### src/rtl/uart_rx_buffer_if.sv
// uart_rx_buffer_if: receive strobes from the RX control FSM and the host-side FIFO port
interface uart_rx_buffer_if #(
  parameter int NUM_OF_BITS_IN_BUFFER = 8,
  parameter int ADDR_WIDTH            = 2
);
  logic                             in;
  logic                             receive;
  logic                             clear;
  logic                             rd_en;
  logic                             ovr_clr;
  logic [NUM_OF_BITS_IN_BUFFER-1:0] data_out;
  logic                             data_valid;
  logic                             full;
  logic [ADDR_WIDTH:0]              level;
  logic                             overrun;
  modport master (
    output in, receive, clear, rd_en, ovr_clr,
    input  data_out, data_valid, full, level, overrun
  );
  modport slave (
    input  in, receive, clear, rd_en, ovr_clr,
    output data_out, data_valid, full, level, overrun
  );
endinterface

### src/rtl/uart_rx_buffer.sv
// uart_rx_buffer: assembles LSB-first RX words and queues them in a FWFT FIFO; UART_RX_BUF_OVERRUN_EN enables the sticky overrun flag
module uart_rx_buffer #(
  parameter int NUM_OF_BITS_IN_BUFFER = 8,
  parameter int FIFO_DEPTH            = 4,
  parameter int ADDR_WIDTH            = 2
) (
  input logic             clock,
  input logic             reset,
  uart_rx_buffer_if.slave b
);
  localparam int N  = NUM_OF_BITS_IN_BUFFER;
  localparam int CW = $clog2(N + 1);
  localparam logic [CW-1:0]       LAST  = CW'(N - 1);
  localparam logic [ADDR_WIDTH:0] DEPTH = (ADDR_WIDTH + 1)'(FIFO_DEPTH);
  logic [N-1:0]          shift_reg;
  logic [N-1:0]          mem [FIFO_DEPTH];
  logic [CW-1:0]         bit_cnt;
  logic                  push_pending;
  logic [ADDR_WIDTH-1:0] rd_ptr, wr_ptr;
  logic [ADDR_WIDTH:0]   level;
  logic                  empty, is_full, pop, push;
  assign empty   = level == '0;
  assign is_full = level == DEPTH;
  assign pop     = b.rd_en && !empty;
  assign push    = push_pending && (!is_full || pop);
  // shift in one data bit per strobe; the Nth strobe flags the word for a push next cycle
  always_ff @(posedge clock or negedge reset)
    if (!reset) begin
      shift_reg    <= '0;
      bit_cnt      <= '0;
      push_pending <= 1'b0;
    end else begin
      push_pending <= b.receive && bit_cnt == LAST;
      if (b.receive) begin
        shift_reg <= {b.in, shift_reg[N-1:1]};
        bit_cnt   <= bit_cnt == LAST ? '0 : bit_cnt + CW'(1);
      end else if (b.clear)
        bit_cnt <= '0;
    end
  // word storage carries no reset; only entries below level are ever observed
  always_ff @(posedge clock)
    if (push) mem[wr_ptr] <= shift_reg;
  // pointers wrap naturally at the power-of-two depth; level disambiguates full from empty
  always_ff @(posedge clock or negedge reset)
    if (!reset) begin
      rd_ptr <= '0;
      wr_ptr <= '0;
      level  <= '0;
    end else begin
      if (push) wr_ptr <= wr_ptr + 1'b1;
      if (pop) rd_ptr <= rd_ptr + 1'b1;
      level <= level + {{ADDR_WIDTH{1'b0}}, push} - {{ADDR_WIDTH{1'b0}}, pop};
    end
  assign b.data_out   = empty ? '0 : mem[rd_ptr];
  assign b.data_valid = !empty;
  assign b.full       = is_full;
  assign b.level      = level;
`ifdef UART_RX_BUF_OVERRUN_EN
  logic overrun;
  // sticky drop flag; a drop in the same cycle as ovr_clr keeps it set
  always_ff @(posedge clock or negedge reset)
    if (!reset) overrun <= 1'b0;
    else overrun <= (push_pending && !push) || (overrun && !b.ovr_clr);
  assign b.overrun = overrun;
`else
  assign b.overrun = 1'b0;
`endif
endmodule

### src/flat_wrapper.sv
// flat-port wrapper written by rule: the top's interface ports become plain ports
module uart_rx_buffer_flat 
#(
  parameter int NUM_OF_BITS_IN_BUFFER = 8,
  parameter int FIFO_DEPTH            = 4,
  parameter int ADDR_WIDTH            = 2
)
  (clock, reset, b_in, b_receive, b_clear, b_rd_en, b_ovr_clr, b_data_out, b_data_valid, b_full, b_level, b_overrun);
  uart_rx_buffer_if #(.NUM_OF_BITS_IN_BUFFER(NUM_OF_BITS_IN_BUFFER), .ADDR_WIDTH(ADDR_WIDTH)) b_i ();
  input logic clock;
  input logic reset;
  input wire logic [$bits(b_i.in)-1:0] b_in;
  input wire logic [$bits(b_i.receive)-1:0] b_receive;
  input wire logic [$bits(b_i.clear)-1:0] b_clear;
  input wire logic [$bits(b_i.rd_en)-1:0] b_rd_en;
  input wire logic [$bits(b_i.ovr_clr)-1:0] b_ovr_clr;
  output wire logic [$bits(b_i.data_out)-1:0] b_data_out;
  output wire logic [$bits(b_i.data_valid)-1:0] b_data_valid;
  output wire logic [$bits(b_i.full)-1:0] b_full;
  output wire logic [$bits(b_i.level)-1:0] b_level;
  output wire logic [$bits(b_i.overrun)-1:0] b_overrun;
  assign b_i.in = b_in;
  assign b_i.receive = b_receive;
  assign b_i.clear = b_clear;
  assign b_i.rd_en = b_rd_en;
  assign b_i.ovr_clr = b_ovr_clr;
  assign b_data_out = b_i.data_out;
  assign b_data_valid = b_i.data_valid;
  assign b_full = b_i.full;
  assign b_level = b_i.level;
  assign b_overrun = b_i.overrun;
  uart_rx_buffer #(.NUM_OF_BITS_IN_BUFFER(NUM_OF_BITS_IN_BUFFER), .FIFO_DEPTH(FIFO_DEPTH), .ADDR_WIDTH(ADDR_WIDTH)) u_core (.clock(clock), .reset(reset), .b(b_i));
endmodule
### config.mk
export PLATFORM = sky130hd
export DESIGN_NAME = uart_rx_buffer_flat
export DESIGN_NICKNAME = d
export VERILOG_FILES = /design/src/rtl/uart_rx_buffer_if.sv /design/src/rtl/uart_rx_buffer.sv /design/src/flat_wrapper.sv
export SDC_FILE = /design/constraint.sdc
export NUM_CORES = 1
export LEC_CHECK = 0
export BUFFER_PORTS_ARGS = -buffer_cell sky130_fd_sc_hd__buf_2
export CAP_MARGIN = 20
export CORE_MARGIN = 4
export CORE_UTILIZATION = 55
export CTS_BUF_LIST = sky130_fd_sc_hd__clkbuf_8
export DETAILED_ROUTE_END_ITERATION = 10
export GPL_ROUTABILITY_DRIVEN = 0
export GPL_TIMING_DRIVEN = 0
export PLACE_DENSITY = 0.85
export SLEW_MARGIN = 0
export SYNTH_ARGS = -nofsm -noshare
export SYNTH_HDL_FRONTEND = slang
export SYNTH_SLANG_ARGS = --single-unit
### constraint.sdc
create_clock -name clock -period 1.9 [get_ports clock]
set_clock_uncertainty 0.15 [all_clocks]
set_input_delay 0.19 -clock clock [delete_from_list [all_inputs] [get_ports clock]]
set_output_delay 0.19 -clock clock [all_outputs]
set_load 0.005 [all_outputs]
==> flow_summary_export.csv <==
group,metric,value,unit
worst_hold_path,worstHoldPathCells,3,
clock_tree,root_buffer,"clkbuf_8",
synth,avgSynthCellArea,17.24,sq um
clock_tree,cts_buffers,5,
global_routing,grt_usage,15.91,%
final_layout,stdcell_area,0.002570,sq mm
synth,synth_cell_types,28,
die,chipHeight,70.84,um
synth,synth.area.top_cells,"edfxtp_1 (44%), dfrtp_1 (23%), mux4_2 (8.3%)",
die,core,0.003744,sq mm
critical_path,crit_arrival,2.06,ns
timing,fmax,494.0,MHz
critical_path,critPathKind,"reg -> reg",
routing,drtIter0Drc,57,
timing,setup_viol,9,
critical_path,cp-end-kind,"flop",
final_layout,stdcell_count,210,
routing,drtAntennaViolNets,0,
timing,period_minus_slack,2.024,ns
critical_path,critPathLaunchType,"flop",
routing,wirelength,3663,um
synth,synth_ff_type,"edfxtp_1",
synth,syn_nets,140,
clock_tree,h-tree-depth,2,
critical_path,ff2ff_setup_slack,-0.12,ns
synth,ys_warn_count,0,
critical_path,path_max_fanout,3,
final_layout,layout-drive-gt1-share,44.44,%
power,powerDensity,1303,mW/mm^2
clock_tree,cts_tree,"done",
synth,seq_area_frac_synth,67.28,%
die,dieWidth,70.84,um
final_layout,fillCellCount,270,
die,start_util,58.02,%
power,leakage,1.022,nW
final_layout,areaGrowthSynthToFinish,18.32,%
power,ir_drop,0.7134,mV
final_layout,antenna_cells,0,
final_layout,layout.nets,175,
critical_path,rr_worst_depth,7,
worst_hold_path,min_from,"b_clear",
synth,async_reset_ff_share,38.46,%
global_routing,grt_max_degree,21,
synth,synth_top_area_share,44.24,%
routing,wl_per_cell,17.44,um
synth,synth_area_leader_cell,"edfxtp_1",
placed_design,dpl.hpwl,2464,um
critical_path,critPathLaunch,"u_core.b.level[1]",
placed_design,place_inst,191,
synth,synth-seq-cells,52,
power,finalPower,0.003348,W
timing,drv_slew,0,
routing,drc,0,
clock_tree,insertion_delay,0.30,ns
run,maxCapViolations,0,
worst_hold_path,hp-class,"in -> reg",
timing,rsz0062_at_grt,"true",
critical_path,cp-endpoint,"u_core.b.level[2]",
run_status,status,"finished with violations",
timing,tns,-0.5892,ns
final_layout,largest_reg_flops,32,
timing,worst_slack,-0.1242,ns
final_layout,final_cell_mix,"edfxtp_1 (32), dfrtp_1 (18), buf_2 (17)",
final_layout,final_common_cell,"edfxtp_1",
die,num_io_pins,21,
routing,via_per_inst,5.433,
placed_design,dpl_cell_area,0.002325,sq mm
global_routing,grt_antenna_before_repair,0,
timing,finalHoldViolCount,0,
global_routing,first_global_vias,1223,
placed_design,port_buffers,17,
critical_path,cp.required,1.93,ns
die,num_rows,22,
clock_tree,cts_sinks,52,
synth,synth-edff-count,32,
routing,num_vias,1141,
run_status,violations,"negative setup slack",
routing,firstDrtPassIters,4,
synth,netlist_area,0.002172,sq mm
global_routing,grt_overflow,0,
clock_tree,clock_path_buffers,2,
synth,netlist_instances,126,
global_routing,grt_pass1_wl,6037,um
die,die_area,0.005018,sq mm
timing,fin_crit_sh,106.5,%
critical_path,reg2reg_from,"u_core.b.level[1]",
critical_path,reg2reg_to,"u_core.b.level[2]",
clock_tree,clkSlewWorstSetupHoldPaths,0.08,ns
synthesized netlist by cell type (3+ instances only):
cell type	instances
mux4_2	8
and2_1	13
nand3_1	3
ha_1	6
inv_1	4
edfxtp_1	32
dfrtp_1	20
xnor2_1	4
nand2_1	3
mux2_2	9
per-stage QoR:
stage	worst slack [ns]	utilization, %	hold WS (ns)
4_1_cts	-0.1392	66.61	0.02677
2_1_floorplan	-0.1148	-	-0.2556
6_report	-0.1242	68.65	0.02898
3_3_place_gp	-0.1318	62.10	0.002630
5_1_grt	-0.2247	68.65	0.03464
3_5_place_dp	-0.2058	62.10	0.01460
per-layer routing:
metal	global-route usage [%]	share of wire, %	wire length [um]	vias up
met4	4.384	1.7	61	0
li1	-	-	-	528
met2	28.94	56	2052	30
met1	18.38	38	1382	577
met3	4.403	4.6	167	6
met5	0	0	0	-
power by group:
group | switching, W | internal, W
clock network | 0.000328 | 0.000291
registers | 0.000157 | 0.00139
logic | 0.000458 | 0.000719
final cells by class:
cell class	count	area (sq um)	share of cell area, %
multi-input cells	64	680.7	26.48
plain buffers	6	53.80	2.093
repair buffers	28	202.7	7.887
inverters	4	15.01	0.5842
clock buffers	6	82.58	3.213
clock inverters	2	11.26	0.4382
well taps	48	60.06	2.337
flip-flops and latches	52	1464	56.96
critical path: stages (launching register included):
cell and delay, ns:
dfrtp_2 0.42, or3_4 0.39, nand2_4 0.08, mux2i_1 0.07
ha_2 0.18, fa_2 0.35, xor2_2 0.16, xnor2_1 0.12
how the worst min path moves through the flow:
stage                                     end  slack (ns)
after CTS                   u_core.bit_cnt[0]        0.03
after global routing        u_core.bit_cnt[0]        0.03
after global placement    u_core.shift_reg[1]       0.003
after floorplan             u_core.b.level[0]       -0.26
final                       u_core.bit_cnt[0]        0.03
after detailed placement  u_core.shift_reg[1]        0.01
kinds of logic (layout without fill, tap and decap cells):
kind of cell	count (synthesis)	in the layout	synth area share [%]
compound gates	5	5	1.959
xor+xnor	6	6	2.419
fa+ha+maj	7	7	4.378
buf+inv	10	46	2.765
flops	52	52	67.28
mux	18	18	13.42
other cells	1	1	0.1726
simple gates	27	27	7.604
what timing repair did:
item,CTS,global route
cloned,0,1
pin swaps,2,1
setup buffers,5,3
endpoints found under the setup margin,10,42
endpoints found under the hold margin,21,0
hold buffers,2,0
gates resized for setup,4,10
Note: power is estimated with default switching activity, not from simulation.
